--- config.mk ---
export PLATFORM = sky130hd
export DESIGN_NAME = convg_frame_seq
export DESIGN_NICKNAME = d
export VERILOG_FILES = /design/src/rtl/convg_frame_seq.sv
export SDC_FILE = /design/constraint.sdc
export NUM_CORES = 1
export LEC_CHECK = 0
export CORE_ASPECT_RATIO = 1.2
export CORE_MARGIN = 8
export CORE_UTILIZATION = 56
export CTS_CLUSTER_SIZE = 30
export DETAILED_ROUTE_END_ITERATION = 7
export PLACE_DENSITY = 0.92
export SYNTH_ARGS = -nofsm -noshare
export SYNTH_HDL_FRONTEND = slang
export SYNTH_SLANG_ARGS = --single-unit
--- constraint.sdc ---
create_clock -name clk -period 4 [get_ports clk]
set_input_delay 0.6 -clock clk [delete_from_list [all_inputs] [get_ports clk]]
set_output_delay 0.6 -clock clk [all_outputs]
set_load 0.05 [all_outputs]
--- src/rtl/convg_frame_seq.sv ---
// Frame sequencer for the 3x3 line-buffer conv datapath; optional stall counters under CONVG_FRAME_SEQ_STAT_EN.
// Latency: first output beat valid BPR+1 advances after frame start; BPR+1 zero flush beats drain the pipe.
// Backpressure: an unconsumed out beat (out_valid & !out_ready) freezes the datapath and deasserts in_ready.
module convg_frame_seq #(
    parameter int IM_LEN       = 520,
    parameter int IM_HEIGHT    = 520,
    parameter int PIX_PER_BEAT = 4,
    parameter int CW           = 16
) (
    input  logic                      clk,
    input  logic                      res,
    input  logic                      start,
    input  logic                      in_valid,
    output logic                      in_ready,
    input  logic [8*PIX_PER_BEAT-1:0] in_data,
    output logic [8*PIX_PER_BEAT-1:0] conv_data,
    output logic                      conv_clrbuffer,
    output logic [1:0]                conv_rowend,
    output logic                      conv_stall,
    output logic                      out_valid,
    input  logic                      out_ready,
    output logic                      out_sof,
    output logic                      out_eol,
    output logic                      out_eof,
`ifdef CONVG_FRAME_SEQ_STAT_EN
    output logic [31:0]               stall_in_cnt,
    output logic [31:0]               stall_out_cnt,
`endif
    output logic                      busy,
    output logic                      frame_done
);

    localparam int BPR = IM_LEN / PIX_PER_BEAT;
    localparam int TOT = BPR * IM_HEIGHT;
    localparam int LAT = BPR + 1;

    localparam logic [31:0]   TOT_C    = 32'(TOT);
    localparam logic [31:0]   LAT_C    = 32'(LAT);
    localparam logic [31:0]   END_C    = 32'(TOT + LAT);
    localparam logic [CW-1:0] COL_LAST = CW'(BPR - 1);

    typedef enum logic [2:0] {
        S_IDLE,
        S_CLEAR,
        S_FILL,
        S_RUN,
        S_FLUSH,
        S_DONE
    } state_t;

    state_t        state;
    logic [31:0]   adv_cnt;
    logic [31:0]   adv_nxt;
    logic [31:0]   out_idx;
    logic [CW-1:0] col;
    logic [CW-1:0] row;
    logic [CW-1:0] out_col;

    logic in_phase;
    logic flush_phase;
    logic out_block;
    logic adv;
    logic emit;

    assign in_phase    = (state == S_FILL) || (state == S_RUN);
    assign flush_phase = (state == S_FLUSH);
    assign out_block   = out_valid & ~out_ready;

    assign in_ready   = in_phase & ~out_block;
    assign adv        = (in_phase & in_valid & ~out_block) | (flush_phase & ~out_block);
    assign conv_stall = ~adv;
    assign conv_data  = in_phase ? in_data : '0;

    // bit1 low on the last beat of a row, bit0 low on the first
    assign conv_rowend = {col != COL_LAST, col != '0};

    // the advance that fills the window presents output beat out_idx
    assign adv_nxt = adv_cnt + 32'd1;
    assign emit    = (adv_nxt >= LAT_C) && (out_idx < TOT_C);

    always_ff @(posedge clk or posedge res) begin
        if (res) begin
            state          <= S_IDLE;
            adv_cnt        <= '0;
            out_idx        <= '0;
            col            <= '0;
            row            <= '0;
            out_col        <= '0;
            out_valid      <= 1'b0;
            out_sof        <= 1'b0;
            out_eol        <= 1'b0;
            out_eof        <= 1'b0;
            busy           <= 1'b0;
            frame_done     <= 1'b0;
            conv_clrbuffer <= 1'b0;
        end else begin
            conv_clrbuffer <= 1'b0;
            frame_done     <= 1'b0;

            if (adv) begin
                adv_cnt <= adv_nxt;
                if (col == COL_LAST) begin
                    col <= '0;
                    row <= row + 1'b1;
                end else begin
                    col <= col + 1'b1;
                end
                out_valid <= emit;
                if (emit) begin
                    out_sof <= (out_idx == 32'd0);
                    out_eol <= (out_col == COL_LAST);
                    out_eof <= (out_idx == TOT_C - 32'd1);
                    out_idx <= out_idx + 32'd1;
                    out_col <= (out_col == COL_LAST) ? '0 : out_col + 1'b1;
                end else begin
                    out_sof <= 1'b0;
                    out_eol <= 1'b0;
                    out_eof <= 1'b0;
                end
            end else if (out_valid && out_ready) begin
                out_valid <= 1'b0;
                out_sof   <= 1'b0;
                out_eol   <= 1'b0;
                out_eof   <= 1'b0;
            end

            case (state)
                S_IDLE: begin
                    if (start) begin
                        state          <= S_CLEAR;
                        conv_clrbuffer <= 1'b1;
                        busy           <= 1'b1;
                    end
                end
                S_CLEAR: begin
                    adv_cnt   <= '0;
                    out_idx   <= '0;
                    col       <= '0;
                    row       <= '0;
                    out_col   <= '0;
                    out_valid <= 1'b0;
                    out_sof   <= 1'b0;
                    out_eol   <= 1'b0;
                    out_eof   <= 1'b0;
                    state     <= S_FILL;
                end
                S_FILL: begin
                    // a frame shorter than the window goes straight to flush
                    if (adv) begin
                        if (adv_nxt == TOT_C)
                            state <= S_FLUSH;
                        else if (adv_nxt == LAT_C)
                            state <= S_RUN;
                    end
                end
                S_RUN: begin
                    if (adv && adv_nxt == TOT_C)
                        state <= S_FLUSH;
                end
                S_FLUSH: begin
                    if (adv && adv_nxt == END_C) begin
                        state      <= S_DONE;
                        frame_done <= 1'b1;
                    end
                end
                S_DONE: begin
                    state <= S_IDLE;
                    busy  <= 1'b0;
                end
                default: begin
                    state <= S_IDLE;
                    busy  <= 1'b0;
                end
            endcase
        end
    end

`ifdef CONVG_FRAME_SEQ_STAT_EN
    always_ff @(posedge clk or posedge res) begin
        if (res) begin
            stall_in_cnt  <= '0;
            stall_out_cnt <= '0;
        end else if (state == S_CLEAR) begin
            stall_in_cnt  <= '0;
            stall_out_cnt <= '0;
        end else begin
            if (in_phase && !in_valid && stall_in_cnt != '1)
                stall_in_cnt <= stall_in_cnt + 32'd1;
            if (out_block && stall_out_cnt != '1)
                stall_out_cnt <= stall_out_cnt + 32'd1;
        end
    end
`endif

endmodule

=== Yosys cells after proc, flatten, opt, wreduce, memory -nomap -nowiden ===
Cells that the tools add are included.

* Shift operators: 0
* Multiplexer cells: 38
* Order comparisons: 2
* Equality and inequality tests: 16
* Reductions and logical operators: 15
* Multipliers: 0
* Bitwise logic cells: 10
* Add/sub/neg operators: 4
* Div/mod/pow operators: 0

{| class="wikitable"
|+ Operators by type and width
! kind !! count
|-
| 32-bit two-way mux || 6
|-
| 16-bit two-way mux || 7
|-
| 32-bit by 17-bit == test with 1-bit output (second input constant) || 3
|-
| 32-bit by 1-bit adder with 32-bit output (second input constant) || 2
|-
| 16-bit by 1-bit adder with 16-bit output (second input constant) || 2
|-
| 16-bit by 8-bit == test with 1-bit output (second input constant) || 2
|-
| 32-bit by 8-bit == test with 1-bit output (second input constant) || 1
|-
| 32-bit by 8-bit >= comparator with 1-bit output (second input constant) || 1
|-
| 32-bit logical NOT || 1
|-
| 32-bit by 17-bit less-than comparator with 1-bit output (second input constant) || 1
|-
| 3-bit two-way mux || 6
|-
| 1-bit two-way mux || 17
|-
| 16-bit by 8-bit inequality test with 1-bit output (second input constant) || 1
|-
| 16-bit nonzero test || 1
|-
| 3-bit one-hot mux with 5 select lines || 1
|-
| 3-bit by 2-bit == test with 1-bit output (second input constant) || 2
|-
| 1-bit AND || 5
|-
| 5-bit AND reduction || 1
|-
| 1-bit logical AND || 4
|-
| 2-bit by 1-bit inequality test with 1-bit output (second input constant) || 2
|-
| 2-bit inequality test (second input constant) || 2
|-
| 1-bit inverter || 4
|-
| 2-bit AND reduction || 2
|-
| 2-bit nonzero test || 2
|-
| other kinds (9) || 9
|}

* Latch bits: 0
* Logic and storage cells: 97
* Memory bits (writable): 0
* Memory bits (read-only): 0
* Memories kept: 0
* Output and inout bits: 43
* Bits of input ports: 37
* Flip-flop bits (word level): 106

=== Longest topological paths before layout ===
* Depth after elaboration: 8
* Gate-level depth with buffers: 14
* Gate-level depth less buffers: 10

=== Least setup slack after synthesis ===
Ideal clock, no wire load.

* Path kind: reg2reg
* Start point: register adv_cnt[0]
* End point: register out_col[4]
* Stages on the path, launching flop included: 14
* Arrival time: 3.096 ns
* Library setup time: 0.124 ns
* Clock period less this slack: 3.220 ns
* Data required time: 3.876 ns
* Path slack: 0.780 ns
* Buffers on the path: 3
* Cells stage by stage: dfrtp_1 -> ha_1 -> buf_2 -> nand3_1 -> or4_1 -> clkbuf_1 -> o21a_1 -> a211oi_1 -> nand4_1 -> nor3_4 -> a21oi_2 -> buf_6 -> and3_1 -> a211o_1

* Cells in the longest elaborated chain, start to end: 5

{| class="wikitable"
|+ RTL lines
! what !! RTL line !! text
|-
| start: declaration || 52 || <nowiki>logic [31:0] adv_cnt;</nowiki>
|-
| start signal: assignment || 101 || <nowiki>adv_cnt <= adv_nxt;</nowiki>
|-
| 32-bit by 1-bit adder with 32-bit output || 78 || <nowiki>assign adv_nxt = adv_cnt + 32'd1;</nowiki>
|-
| 32-bit by 8-bit >= comparator with 1-bit output || 79 || <nowiki>assign emit = (adv_nxt >= LAT_C) && (out_idx < TOT_C);</nowiki>
|-
| 1-bit logical AND || 79 ||
|-
| 2-bit nonzero test (no line) || - ||
|-
| 2-bit AND reduction (no line) || - ||
|-
| end signal: assignment || 114 || <nowiki>out_col <= (out_col == COL_LAST) ? '0 : out_col + 1'b1;</nowiki>
|-
| end: declaration || 57 || <nowiki>logic [CW-1:0] out_col;</nowiki>
|}

No other way between the ends.
A chain may end at the register's enable or synchronous reset.

=== Worst setup path after layout ===
* Start point: register adv_cnt[0]
* End point: register out_col[11]

Same word-level chain as after synthesis.

==> out/qor.json <==
{
  "post_synth_and_or_nand_nor_area_fraction": 0.320,
  "cts-root-to-sink-buffers": 2,
  "post_dp_cell_area_mm2": 0.00734,
  "cts.sinks": 106,
  "first_pass_iters": 5,
  "finalSetupViolCount": 0,
  "dr_total_vias": 5976,
  "most-common-layout-cells": "106 x sky130_fd_sc_hd__dfrtp_1, 85 x sky130_fd_sc_hd__nand2_1, 78 x sky130_fd_sc_hd__clkdlybuf4s50_1",
  "gp_routability_congestion": 0.929,
  "timing.fmax_mhz": 272,
  "stdcell_area_mm2": 0.00768,
  "detail_route.vias_per_cell": 6.15,
  "fp.dieArea_mm2": 0.0152,
  "synth.net_count": 799,
  "synth_cell_types": 64,
  "cts_tree": "built",
  "std_cell_rows": 43,
  "yosys.area.top_type": "sky130_fd_sc_hd__dfrtp_1",
  "timing_hold_violations_final": 0,
  "clk_pin_slew_worst_paths_ns": 0.07,
  "clock_tree.htree_level_count": 3,
  "final_nets": 856,
  "via_count_of_the_first_global_routing_pass": 5681,
  "ioPinCount": 80,
  "ys_seq_area_frac": 0.410,
  "dominant_combinational_cell_family_by_area_after_synthesis": "simple AND/OR/NAND/NOR gates",
  "mostFrequentLayoutCell": "sky130_fd_sc_hd__dfrtp_1",
  "fin_util": 0.674,
  "global_route.usage.total": 0.224,
  "worst-slew-pin-transition_ns": 0.966,
  "hold_ws_ns": 0.492,
  "crit_chain": "ha_1, nand3_1, or4_1, o21a_1, a211oi_1, nand4_1, nor3_4, a21oi_2, and3_1, a221o_1",
  "detail_route.wirelength_mm": 16.9,
  "clock_latency_on_the_worst_skew_pair_ns": 0.36,
  "drt.antenna.violating_nets": 0,
  "drt-wirelength-per-cell_um": 17.4,
  "power_uw": 4000,
  "critPathRequiredTime_ns": 4.24,
  "p_clk_frac": 0.249,
  "sw_power_uw": 1650,
  "count_of_unresolved_drc_violations_after_routing": 0,
  "synth_largest_type_area_fraction": 0.410,
  "grt_max_degree": 57,
  "multi_input_comb_area_mm2": 0.00353,
  "grt_antenna_before_repair": 0,
  "cts_post_setup_buffers_inserted": 0,
  "ys_top_cells_by_area": "sky130_fd_sc_hd__dfrtp_1 41%, sky130_fd_sc_hd__o21ai_0 5.4%, sky130_fd_sc_hd__and2_1 5.3%, sky130_fd_sc_hd__nand2_1 4.9%, sky130_fd_sc_hd__and3_1 3.4%",
  "die-height_um": 134,
  "async_flop_share": 1.00,
  "critPathMaxStageDelay_ns": 0.65,
  "rsz_0062_raised_after_global_routing": "no",
  "layout-drive-gt1-share": 0.0663,
  "synth_compound_area_frac": 0.163,
  "synthesis.instances": 752,
  "setup.worst_path.start_class": "flop",
  "wire_length_of_the_first_global_routing_pass_mm": 27.9,
  "drv_cap": 0,
  "start_util": 0.567,
  "synthFlopType": "sky130_fd_sc_hd__dfrtp_1",
  "power_density_mw_per_mm2": 521,
  "path_max_fanout": 27,
  "switch_share": 0.413,
  "slowest_stage_cell_crit_path": "sky130_fd_sc_hd__or4_1",
  "core_area_mm2": 0.0114,
  "worstPathArrival_ns": 3.91,
  "buffer_ports.inserted": 79,
  "timing.setup.critical_path_class": "flop to flop",
  "worstHoldStart": "out_idx[19]",
  "synth-edff-count": 0,
  "post_synth_instance_area_mm2": 0.00646,
  "timing.rr.start": "adv_cnt[0]",
  "synth.mux.area_fraction": 0.0207,
  "maxSlewViolCount": 0,
  "layout.area.seq_mm2": 0.00265,
  "area.growth.synth_to_final_pct": 18.9,
  "hold_path.class": "flop to flop",
  "area_share_of_xor_xnor_cells_in_the_synthesized_design": 0.0217,
  "fin_setup_tns_ns": 0,
  "syn-mean-instance-area_um2": 8.59,
  "worst_slew_margin_rel": 0.356,
  "synth-adder-area-share": 0.0194,
  "power.ir.vdd_worst_uv": 425,
  "tritoncts.num_buffers": 9,
  "clk_root_buffer_cell": "sky130_fd_sc_hd__clkbuf_16",
  "detailedRoute.firstIterationViolations": 418,
  "final_period_minus_worst_setup_slack_ns": 3.67,
  "status": "complete, no violations",
  "post-dp-hpwl_mm": 11.4,
  "layout.filler_cells": 833,
  "yosys_warnings": 0,
  "critical_path.startpoint": "adv_cnt[0]",
  "grt-ovfl-total": 0,
  "yosys_register_bits": 106,
  "p_seq_frac": 0.364,
  "final_min_period_over_clock_period": 0.918,
  "power.leakage_uw": 0.00334,
  "p_int_uw": 2350,
  "power_frac_comb": 0.387,
  "insertedDiodeCount": 0,
  "floorplan.die.width_um": 114,
  "critPathCaptureType": "flop",
  "fin_skew_ns": 0.00581
}
## worst paths after layout
path / end / slack [ns] / depth (start not counted)
worst max-delay path: out_col[11] / 0.33 / 10
worst max register to register: out_col[11] / 0.33 / 10
max in group asynchronous: adv_cnt[13] / 2.50 / 3
worst min register to register: out_idx[19] / 0.49 / 1
min in group asynchronous: col[7] / 0.70 / 2
worst min-delay path: out_idx[19] / 0.49 / 1
## registers in the layout, indices dropped and copies added (netlist names)
signal and flops:
out_col 16, out_eol 1, out_idx 32, adv_cnt 32
out_valid 1, frame_done 1, col 16, conv_clrbuffer 1
state 3, out_sof 1, busy 1, out_eof 1
## per-stage QoR
stage               instances  worst slack (ns)
floorplan                 752             0.611
global placement          955             0.415
detailed placement        955             0.301
CTS                       971             0.238
global route              971            0.0945
finish                    971             0.326
## logic make-up after synthesis
| family | count (synthesis) |
|---|---|
| multiplexers | 13 |
| XOR/XNOR | 16 |
| flip-flops | 106 |
| AND/OR/NAND/NOR | 377 |
| buffers and inverters | 66 |
| AO/OA/AOI/OAI | 164 |
| adder cells (fa/ha/maj) | 10 |
## Yosys cell counts (all sizes together), types with 15 or more instances
master,number
o21ai,72
and2,56
nor2,58
inv,19
nor4,15
nand4,31
dfrtp,106
clkbuf,31
and3,35
a21oi,19
buf,16
nor3,19
nand2,85
nand3,28
## metal layers
metal / vias up / global-route usage / part of all wire
li1: 2840 / - / -
met1: 2879 / 0.273 / 0.41
met2: 221 / 0.381 / 0.52
met3: 36 / 0.0340 / 0.050
met4: 0 / 0.101 / 0.025
met5: - / 0 / 0
## worst max-delay path, delay by kind of cell (launching register included)
family,cells,cell delay (ns)
AO/OA/AOI/OAI,4,1.07
adder cells (fa/ha/maj),1,0.22
AND/OR/NAND/NOR,5,1.76
flip-flops,1,0.49
## timing repair
action | in CTS | in global routing
hold buffers | 0 | 0
resized for setup | 0 | 1
setup endpoints to repair | 0 | 18
## area by class of cell
cell class,count,area share
clock inverter,7,0.0142
inverter,19,0.00961
tap,157,0.0256
multi-input combinational,580,0.460
timing repair buffer,93,0.116
sequential,106,0.345
clock buffer,9,0.0293
## power by group through the flow
stage	logic, uW	registers (uW)	clock network, uW
after detailed placement	1520	1460	0
after CTS	1540	1450	1000
final	1550	1460	998
after global routing	1670	1480	1040
after global placement	1480	1450	0
after floorplan	1090	1420	0
(Power assumes the default switching activity.)
